[config.mk]
export PLATFORM = sky130hd
export DESIGN_NAME = coreabc_ram_fifo_ctrl
export DESIGN_NICKNAME = d
export VERILOG_FILES = /design/src/rtl/coreabc_fifo_pkg.sv /design/src/rtl/coreabc_fifo_outbuf.sv /design/src/rtl/coreabc_ram_fifo_ctrl.sv
export SDC_FILE = /design/constraint.sdc
export NUM_CORES = 1
export LEC_CHECK = 0
export ABC_AREA = 1
export BUFFER_PORTS_ARGS = -buffer_cell sky130_fd_sc_hd__clkbuf_2
export CAP_MARGIN = 20
export CORE_MARGIN = 1.5
export CORE_UTILIZATION = 47
export CTS_BUF_LIST = sky130_fd_sc_hd__clkbuf_16
export CTS_CLUSTER_DIAMETER = 150
export CTS_CLUSTER_SIZE = 8
export DETAILED_ROUTE_END_ITERATION = 12
export PLACE_DENSITY = 0.78
export SLEW_MARGIN = 20
export SYNTH_ARGS = -nofsm -noshare
export SYNTH_HDL_FRONTEND = slang
export SYNTH_SLANG_ARGS = --single-unit
[constraint.sdc]
create_clock -name PCLK -period 4 [get_ports PCLK]
set_input_delay 0.2 -clock PCLK [delete_from_list [all_inputs] [get_ports PCLK]]
set_output_delay 0.2 -clock PCLK [all_outputs]
set_load 0.01 [all_outputs]
[src/rtl/coreabc_fifo_pkg.sv]
// coreabc_fifo_pkg: shared defaults and output-buffer state encoding for the COREABC RAM FIFO
package coreabc_fifo_pkg;
  localparam int FIFO_ADDR_W = 8;
  localparam int FIFO_DATA_W = 8;
  typedef enum logic [1:0] {OB_EMPTY = 2'd0, OB_ONE = 2'd1, OB_TWO = 2'd2} ob_state_e;
endpackage

[src/rtl/coreabc_fifo_outbuf.sv]
// coreabc_fifo_outbuf: 2-entry output buffer (head + skid) with a bypass for data arriving from the RAM
module coreabc_fifo_outbuf
  import coreabc_fifo_pkg::*;
#(
  parameter int DATA_W = FIFO_DATA_W
) (
  input  logic              clk,
  input  logic              rst_n,
  input  logic              flush,
  input  logic              inflight,
  input  logic [DATA_W-1:0] ram_rd,
  input  logic              rd_ready,
  output logic              rd_valid,
  output logic [DATA_W-1:0] rd_data,
  output logic [1:0]        ob_cnt
);
  ob_state_e state, state_n;
  logic [DATA_W-1:0] head, skid, head_n, e0, e1;
  logic [1:0] nn;
  logic pop;
  always_ff @(posedge clk or negedge rst_n) begin
    if (!rst_n) begin
      state <= OB_EMPTY;
      head  <= '0;
      skid  <= '0;
    end else begin
      state <= state_n;
      head  <= head_n;
      skid  <= e1;
    end
  end
  // entries in order: head/bypass (e0), then skid/arriving (e1); head keeps the last shown byte when emptied
  always_comb begin
    e0       = (state == OB_EMPTY && inflight) ? ram_rd : head;
    e1       = (state == OB_TWO) ? skid : ram_rd;
    rd_valid = state != OB_EMPTY || inflight;
    rd_data  = e0;
    pop      = rd_valid && rd_ready && !flush;
    nn       = 2'(state) + 2'(inflight) - 2'(pop);
    state_n  = flush ? OB_EMPTY : ob_state_e'(nn);
    head_n   = flush ? head : (pop && nn != 2'd0) ? e1 : e0;
    ob_cnt   = 2'(state);
  end
endmodule

[src/rtl/coreabc_ram_fifo_ctrl.sv]
// coreabc_ram_fifo_ctrl: circular-buffer FIFO controller in front of the COREABC 256x8 RAM.
// Optional synchronous FLUSH port enabled by COREABC_FIFO_FLUSH_EN.
module coreabc_ram_fifo_ctrl
  import coreabc_fifo_pkg::*;
#(
  parameter int ADDR_W = FIFO_ADDR_W,
  parameter int DATA_W = FIFO_DATA_W
) (
  input  logic              PCLK,
  input  logic              NSYSRESET,
`ifdef COREABC_FIFO_FLUSH_EN
  input  logic              FLUSH,
`endif
  input  logic              WR_VALID,
  output logic              WR_READY,
  input  logic [DATA_W-1:0] WR_DATA,
  output logic              RD_VALID,
  input  logic              RD_READY,
  output logic [DATA_W-1:0] RD_DATA,
  output logic [ADDR_W:0]   COUNT,
  output logic              RAM_WEN,
  output logic [ADDR_W-1:0] RAM_WADDR,
  output logic [DATA_W-1:0] RAM_WD,
  output logic              RAM_REN,
  output logic [ADDR_W-1:0] RAM_RADDR,
  input  logic [DATA_W-1:0] RAM_RD
);
  logic [ADDR_W-1:0] wr_ptr, rd_ptr;
  logic [ADDR_W:0] cnt, ram_cnt;
  logic [2:0] occ;
  logic [1:0] ob_cnt;
  logic inflight, flush, push, pop, ren;
`ifdef COREABC_FIFO_FLUSH_EN
  assign flush = FLUSH;
`else
  assign flush = 1'b0;
`endif
  // cnt never exceeds DEPTH, so its MSB alone marks full
  assign WR_READY  = !cnt[ADDR_W] && !flush;
  assign push      = WR_VALID && WR_READY;
  assign pop       = RD_VALID && RD_READY && !flush;
  assign occ       = 3'(ob_cnt) + 3'(inflight) - 3'(pop);
  assign ren       = ram_cnt != '0 && occ < 3'd2 && !flush;
  assign RAM_WEN   = push;
  assign RAM_WADDR = wr_ptr;
  assign RAM_WD    = WR_DATA;
  assign RAM_REN   = ren;
  assign RAM_RADDR = rd_ptr;
  assign COUNT     = cnt;
  always_ff @(posedge PCLK or negedge NSYSRESET) begin
    if (!NSYSRESET) begin
      wr_ptr   <= '0;
      rd_ptr   <= '0;
      cnt      <= '0;
      ram_cnt  <= '0;
      inflight <= 1'b0;
    end else if (flush) begin
      wr_ptr   <= '0;
      rd_ptr   <= '0;
      cnt      <= '0;
      ram_cnt  <= '0;
      inflight <= 1'b0;
    end else begin
      wr_ptr   <= wr_ptr + ADDR_W'(push);
      rd_ptr   <= rd_ptr + ADDR_W'(ren);
      cnt      <= cnt + (ADDR_W+1)'(push) - (ADDR_W+1)'(pop);
      ram_cnt  <= ram_cnt + (ADDR_W+1)'(push) - (ADDR_W+1)'(ren);
      inflight <= ren;
    end
  end
  coreabc_fifo_outbuf #(.DATA_W(DATA_W)) u_outbuf (
    .clk      (PCLK),
    .rst_n    (NSYSRESET),
    .flush    (flush),
    .inflight (inflight),
    .ram_rd   (RAM_RD),
    .rd_ready (RD_READY),
    .rd_valid (RD_VALID),
    .rd_data  (RD_DATA),
    .ob_cnt   (ob_cnt)
  );
endmodule

==> results of run 1 <==
## final cells by class
| class | instances | area [um^2] | area share |
|---|---|---|---|
| Multi-Input combinational cell | 230 | 1410 | 0.405 |
| Timing Repair Buffer | 51 | 263 | 0.0758 |
| Inverter | 62 | 233 | 0.0671 |
| Clock inverter | 3 | 18.8 | 0.00541 |
| Sequential cell | 53 | 1330 | 0.382 |
| Clock buffer | 5 | 125 | 0.0361 |
| Tap cell | 77 | 96.3 | 0.0278 |
## registers in the layout (all words and copies together), names as in the netlist
signal and flops:
ram_cnt 9, COUNT 9, inflight 1, RAM_RADDR 8, RAM_WADDR 8, u_outbuf.skid 8
u_outbuf.head 8, u_outbuf.ob_cnt 2
## power by group through the flow
stage	Sequential, mW	Combinational, mW	Clock, mW
2_1_floorplan	1.03	1.47	0
4_1_cts	1.01	2.01	0.430
3_5_place_dp	1.01	1.99	0
6_report	1.00	2.00	0.425
5_1_grt	1.04	2.31	0.449
3_3_place_gp	1.01	1.92	0
## through the flow
stage / hold WS (ns) / cell area, um^2 / instances / utilization
2_1_floorplan: -0.0956 / 3050 / 356 / -
3_3_place_gp: 0.369 / 3320 / 473 / 0.526
3_5_place_dp: 0.370 / 3320 / 473 / 0.526
4_1_cts: 0.0649 / 3460 / 481 / 0.549
5_1_grt: 0.106 / 3470 / 481 / 0.549
6_report: 0.0292 / 3470 / 481 / 0.549
## worst paths after layout
kind                                         endpoint  slack [ns]  cells past startpoint
max                              ram_cnt[8]$_DFF_PN0_        0.43                     21
min in group PCLK          u_outbuf.skid[7]$_DFF_PN0_        0.27                      4
max in group asynchronous        ram_cnt[0]$_DFF_PN0_        3.54                      2
min                        u_outbuf.head[3]$_DFF_PN0_        0.03                      2
max reg2reg                      ram_cnt[8]$_DFF_PN0_        0.43                     21
min reg2reg                    RAM_WADDR[7]$_DFF_PN0_        0.48                      1
## critical path, delay by kind of cell (launching register included)
family                     cells  cell delay [ns]
AOI/OAI and AO/OA              2             0.36
adders and majority gates      4             1.28
buffers and inverters          3             0.19
DFF                            1             0.42
and+or+nand+nor               12             1.21
## layout by cell type (no fill, tap or decap), types with 8 or more instances in the layout
| cell | Yosys | routed |
|---|---|---|
| inv_1 | 60 | 61 |
| nor2_1 | 16 | 16 |
| clkbuf_2 | 0 | 48 |
| xor2_1 | 14 | 14 |
| dfrtp_1 | 53 | 53 |
| nand2_1 | 83 | 83 |
| and2_1 | 8 | 8 |
| nand3_1 | 34 | 34 |
| a21oi_1 | 8 | 8 |
| ha_1 | 23 | 23 |
## kinds of logic (layout without fill, tap and decap cells)
kind of cell,count (synthesis),in the layout,synth area share
buf+inv,73,121,0.106
simple gates,158,158,0.235
compound gates,26,26,0.0529
fa+ha+maj,26,26,0.114
flops,53,53,0.435
xor+xnor,20,20,0.0574
## synthesized netlist by cell type
| cell type | instances |
|---|---|
| and2_1 | 8 |
| inv_2 | 2 |
| nand2_2 | 2 |
| nor2_1 | 16 |
| buf_6 | 2 |
| buf_4 | 9 |
| o21ai_0 | 7 |
| o21bai_1 | 3 |
| o21ai_2 | 2 |
| a21oi_1 | 8 |
| o211ai_4 | 1 |
| inv_1 | 60 |
| xor2_1 | 14 |
| nand3_2 | 1 |
| xnor2_1 | 6 |
| fa_1 | 3 |
| dfrtp_1 | 53 |
| o21ai_1 | 5 |
| nand3_1 | 34 |
| ha_1 | 23 |
| nand3b_1 | 3 |
| nand4_1 | 5 |
| nor3_1 | 2 |
| nand2_4 | 2 |
| nor2_4 | 1 |
| nor2_2 | 1 |
| nand2_1 | 83 |
## per-layer routing
layer | up-vias | routed length [um] | global-route usage
li1 | 1197 | - | -
met2 | 45 | 2810 | 0.278
met3 | 6 | 220 | 0.0346
met4 | 0 | 46 | 0.0551
met1 | 1079 | 2490 | 0.216
met5 | - | 0 | 0
## what timing repair did
item	4_1_cts	5_1_grt
gates resized for setup	0	2
setup endpoints to repair	0	2
hold endpoints to repair	0	0
==> impl_metrics.py, run 1 <==
metrics = {
    "power": {
        "p_clk_frac": 0.124,
        "p_leak_nw": 1.94,
        "pwr-share-comb": 0.584,
        "switching_power_mw": 1.59,
        "switching_share": 0.465,
        "power-per-cell-area_nw_per_um2": 989,
        "finalPower_mw": 3.43,
        "p_seq_frac": 0.293,
        "vdd_ir_drop_max_mv": 0.440,
        "intPower_mw": 1.84,
    },
    "setup_path": {
        "rr_startpoint": "u_outbuf.ob_cnt[0]$_DFF_PN0_",
        "worst-endpoint-arrival_ns": 3.75,
        "critPathLaunchType": "flip-flop",
        "path_max_fanout": 10,
        "max_stage_delay_ns": 0.53,
        "critPathKind": "flip-flop to flip-flop",
        "critical_path.cell_chain": "nor2_4 -> nand2_4 -> nand2_1 -> nor2_1 -> o21bai_1 -> ha_1 -> inv_1 -> fa_1 -> nand2_1 -> nor2_2 -> nand2_1 -> nor2_1 -> inv_1 -> nand2_1 -> ha_1 -> inv_1 -> fa_1 -> o21ai_2 -> nand3b_1 -> nand3b_1 -> nand2_1",
        "cp_slowest_cell": "fa_1",
        "required_ns": 4.18,
        "critPathMostFrequentCell": "nand2_1",
        "endpoint_kind": "flip-flop",
        "crit_start": "u_outbuf.ob_cnt[0]$_DFF_PN0_",
    },
    "detailed_routing": {
        "drt_first_iter_violations": 107,
        "wl_per_cell_um": 11.6,
        "avgViaCountPerCell": 4.84,
        "wl_um": 5570,
        "vias": 2327,
        "final_antenna_net_count": 0,
        "first_pass_iters": 4,
        "drc_errors": 0,
    },
    "clocking": {
        "cts_max_level": 2,
        "cts_hold_buf": 0,
        "clock_latency_ns": 0.29,
        "cts_sinks": 53,
        "cts_inserted_buffers": 5,
        "clockBufferDepth": 2,
        "clockRootBuffer": "clkbuf_16",
        "post_cts_buffers": 0,
        "cts_tree": "yes",
        "clk_pin_slew_ns": 0.07,
    },
    "global_routing": {
        "track_usage": 0.166,
        "grt_max_degree": 54,
        "grt_pass1_wl_um": 9760,
        "grt.overflow.total": 0,
        "grt_pass1_vias": 2331,
        "antenna_found_initial": 0,
    },
    "timing": {
        "fmax_mhz": 280,
        "fin_crit_ns": 3.57,
        "rsz0062_at_grt": "no",
        "finalCritPeriodShare": 0.892,
        "hold_viol": 0,
        "worst_pin_slew_ns": 0.664,
        "tns_ns": 0,
        "worst_slack_ns": 0.434,
        "maxSlewHeadroom": 0.557,
        "skew_ns": 0.00591,
        "setup_viol_count_final": 0,
        "maxSlewViolCount": 0,
    },
    "yosys": {
        "yosysTopAreaCell": "dfrtp_1",
        "ys_ff_latch": 53,
        "synth_top_area_frac": 0.435,
        "synthDistinctLibCells": 27,
        "postSynthCellCount": 356,
        "synth_nets": 402,
        "seq_area_frac_synth": 0.435,
        "netlist_area_um2": 3050,
        "synth_warnings": 0,
        "yosys-top-cells-area": "dfrtp_1 (43%), nand2_1 (10%), ha_1 (9.4%)",
        "synth_area_per_cell_um2": 8.57,
    },
    "finish": {
        "synthToLayoutAreaGrowth_pct": 13.7,
        "post_route_cells_drive_above_1_share": 0.176,
        "n_fill_cell": 579,
        "final_nets": 449,
        "diodes": 0,
    },
    "min_path": {
        "hp-class": "input pin to async pin",
    },
    "place": {
        "place.gp.congestion": 0.839,
        "io_buffers": 48,
        "pre_cts_slack_ns": 0.268,
        "dpl.hpwl_um": 4190,
    },
    "floorplanning": {
        "initial_core_util": 0.483,
        "ios": 65,
        "die_area_um2": 6990,
        "die_h_um": 83.6,
        "rows": 29,
        "die_w_um": 83.6,
        "coreArea_um2": 6310,
    },
    "job": {
        "max_cap_viol_count": 0,
    },
    "outcome": {
        "outcome": "finished, final reports clean",
    },
}
No activity file was read; power rests on OpenSTA's default activity.
==> run 2, diff against run 1 <==
--- a/config.mk
+++ b/config.mk
@@ -14,7 +14,7 @@
 export CTS_CLUSTER_DIAMETER = 150
 export CTS_CLUSTER_SIZE = 8
 export DETAILED_ROUTE_END_ITERATION = 12
-export PLACE_DENSITY = 0.78
+export PLACE_DENSITY = 0.81
 export SLEW_MARGIN = 20
 export SYNTH_ARGS = -nofsm -noshare
 export SYNTH_HDL_FRONTEND = slang
==> constraint.sdc (replaced) <==
create_clock -name PCLK -period 2.9 [get_ports PCLK]
set_input_delay 0.145 -clock PCLK [delete_from_list [all_inputs] [get_ports PCLK]]
set_output_delay 0.145 -clock PCLK [all_outputs]
set_load 0.01 [all_outputs]
==> impl_metrics.py, run 2 (synthesis gave the netlist of run 1 again) <==
metrics = {
    "outcome": {
        "outcome": "complete, but fails checks",
        "violations": "setup timing",
    },
    "place": {
        "io_buffers": 48,
        "pre_cts_slack_ns": -0.219,
        "dpl.hpwl_um": 4430,
        "place.gp.congestion": 0.807,
        "place_inst": 482,
    },
    "floorplanning": {
        "die_area_um2": 6990,
        "die_w_um": 83.6,
        "initial_core_util": 0.483,
        "die_h_um": 83.6,
        "coreArea_um2": 6310,
        "ios": 65,
        "rows": 29,
    },
    "timing": {
        "fin_crit_ns": 3.21,
        "fmax_mhz": 312,
        "hold_viol": 0,
        "worst_slack_ns": -0.306,
        "maxSlewViolCount": 0,
        "finalCritPeriodShare": 1.11,
        "maxSlewHeadroom": 0.526,
        "rsz0062_at_grt": "yes",
        "setup_viol_count_final": 8,
        "worst_pin_slew_ns": 0.710,
        "skew_ns": 0.00423,
    },
    "finish": {
        "mostFrequentLayoutCells": "nand2_1 (81), inv_1 (56), dfrtp_1 (51)",
        "n_fill_cell": 546,
        "mostFrequentLayoutCell": "nand2_1",
        "fin_cells": 500,
        "final_nets": 468,
        "diodes": 0,
        "final_util": 0.589,
        "post_route_cells_drive_above_1_share": 0.253,
        "synthToLayoutAreaGrowth_pct": 21.9,
    },
    "setup_path": {
        "worst-endpoint-arrival_ns": 3.39,
        "critPathKind": "flip-flop to flip-flop",
        "max_stage_delay_ns": 0.52,
        "crit_buf_inv": 4,
        "critical-path-top-delay-family": "adder cells",
        "endpoint_kind": "flip-flop",
        "critical_path.cell_chain": "buf_12 -> nor2_4 -> o21bai_4 -> ha_2 -> inv_2 -> fa_1 -> nand2_1 -> nor2_2 -> nand2_1 -> nor2_2 -> inv_1 -> nand2_1 -> ha_2 -> inv_2 -> fa_2 -> o21ai_4 -> nand3b_1 -> nand3b_1 -> nand2_1",
        "path_max_fanout": 3,
        "critPathMostFrequentCell": "nand2_1",
        "critPathLaunchType": "flip-flop",
        "cp_slowest_cell": "fa_1",
        "required_ns": 3.08,
    },
    "detailed_routing": {
        "drt_first_iter_violations": 111,
        "wl_per_cell_um": 12.6,
        "vias": 2468,
        "first_pass_iters": 4,
        "drc_errors": 0,
        "wl_um": 6280,
        "avgViaCountPerCell": 4.94,
        "final_antenna_net_count": 0,
    },
    "power": {
        "p_clk_frac": 0.125,
        "pwr-share-comb": 0.613,
        "switching_power_mw": 2.41,
        "vdd_ir_drop_max_mv": 0.647,
        "power-per-cell-area_nw_per_um2": 1440,
        "switching_share": 0.450,
        "finalPower_mw": 5.35,
        "p_leak_nw": 2.05,
        "intPower_mw": 2.94,
        "p_seq_frac": 0.262,
    },
    "job": {
        "max_cap_viol_count": 0,
    },
    "global_routing": {
        "grt.overflow.total": 0,
        "track_usage": 0.187,
        "grt_max_degree": 30,
        "antenna_found_initial": 0,
        "grt_pass1_wl_um": 10700,
        "grt_pass1_vias": 2390,
    },
    "clocking": {
        "cts_max_level": 2,
        "clockRootBuffer": "clkbuf_16",
        "clock_latency_ns": 0.29,
        "cts_sinks": 53,
        "clockBufferDepth": 2,
        "cts_inserted_buffers": 5,
        "clk_pin_slew_ns": 0.07,
        "cts_tree": "yes",
    },
    "min_path": {
        "hp-class": "input pin to flip-flop",
    },
}
-- run 2: changes by cell type in the layout (fill, tap and decap cells not counted), sizes merged --
cell,previous run,this run
buf,3,21
clkinvlp,2,0
bufinv,0,1
clkinv,0,1
dlygate4sd3,0,1
-- run 2: final timing paths --
kind | cells past startpoint | start | slack (ns) | endpoint
worst max register to register | 19 | u_outbuf.ob_cnt[0]$_DFF_PN0_ | -0.31 | ram_cnt[8]$_DFF_PN0_
worst min-delay path | 4 | RAM_RD[2] | 0.21 | u_outbuf.skid[2]$_DFF_PN0_
worst min register to register | 1 | RAM_WADDR[7]$_DFF_PN0_ | 0.47 | RAM_WADDR[7]$_DFF_PN0_
worst max-delay path | 19 | u_outbuf.ob_cnt[0]$_DFF_PN0_ | -0.31 | ram_cnt[8]$_DFF_PN0_
max in group asynchronous | 3 | NSYSRESET | 1.66 | u_outbuf.ob_cnt[0]$_DFF_PN0_
min in group asynchronous | 2 | NSYSRESET | 0.43 | RAM_WADDR[2]$_DFF_PN0_
-- run 2: layout make-up --
class,instances,area (um^2),area share
clock buffer,5,125,0.0336
clock inverter,3,38.8,0.0104
inverter,62,235,0.0632
multi-input combinational,230,1480,0.397
sequential,53,1330,0.357
tap,77,96.3,0.0259
timing repair buffer,70,420,0.113
-- run 2: per-layer routing --
metal  up-vias  GRT usage  wire [um]
li1       1242          -          -
met1      1152      0.231       2710
met2        67      0.334       3270
met3         7     0.0346        267
met4         0     0.0566         40
met5         -          0          0
-- run 2: timing repair --
action	4_1_cts	5_1_grt
hold buffers	1	0
setup endpoints to repair	7	13
hold endpoints to repair	28	0
buffers inserted	5	4
resized for setup	2	9
pin swaps	5	4
-- run 2: worst min-delay path: stages --
cell and delay, ns:
clkbuf_2 0.09, nand2_1 0.05, and2_1 0.14, inv_1 0.04
-- run 2: power groups by stage --
stage | registers, mW | logic (mW) | clock network, mW
after floorplan | 1.44 | 2.07 | 0
after global placement | 1.39 | 2.82 | 0
after detailed placement | 1.41 | 2.94 | 0
after CTS | 1.40 | 3.10 | 0.667
after global routing | 1.45 | 3.68 | 0.699
final | 1.40 | 3.28 | 0.667
-- run 2: through the flow --
step | setup TNS, ns | cell area [um^2] | hold WS, ns
after global routing | -2.49 | 3720 | 0.218
after global placement | -0.244 | 3420 | 0.238
final | -1.16 | 3720 | 0.205
after floorplan | -0.574 | 3090 | -0.151
after CTS | -0.789 | 3640 | 0.201
after detailed placement | -0.660 | 3420 | 0.238
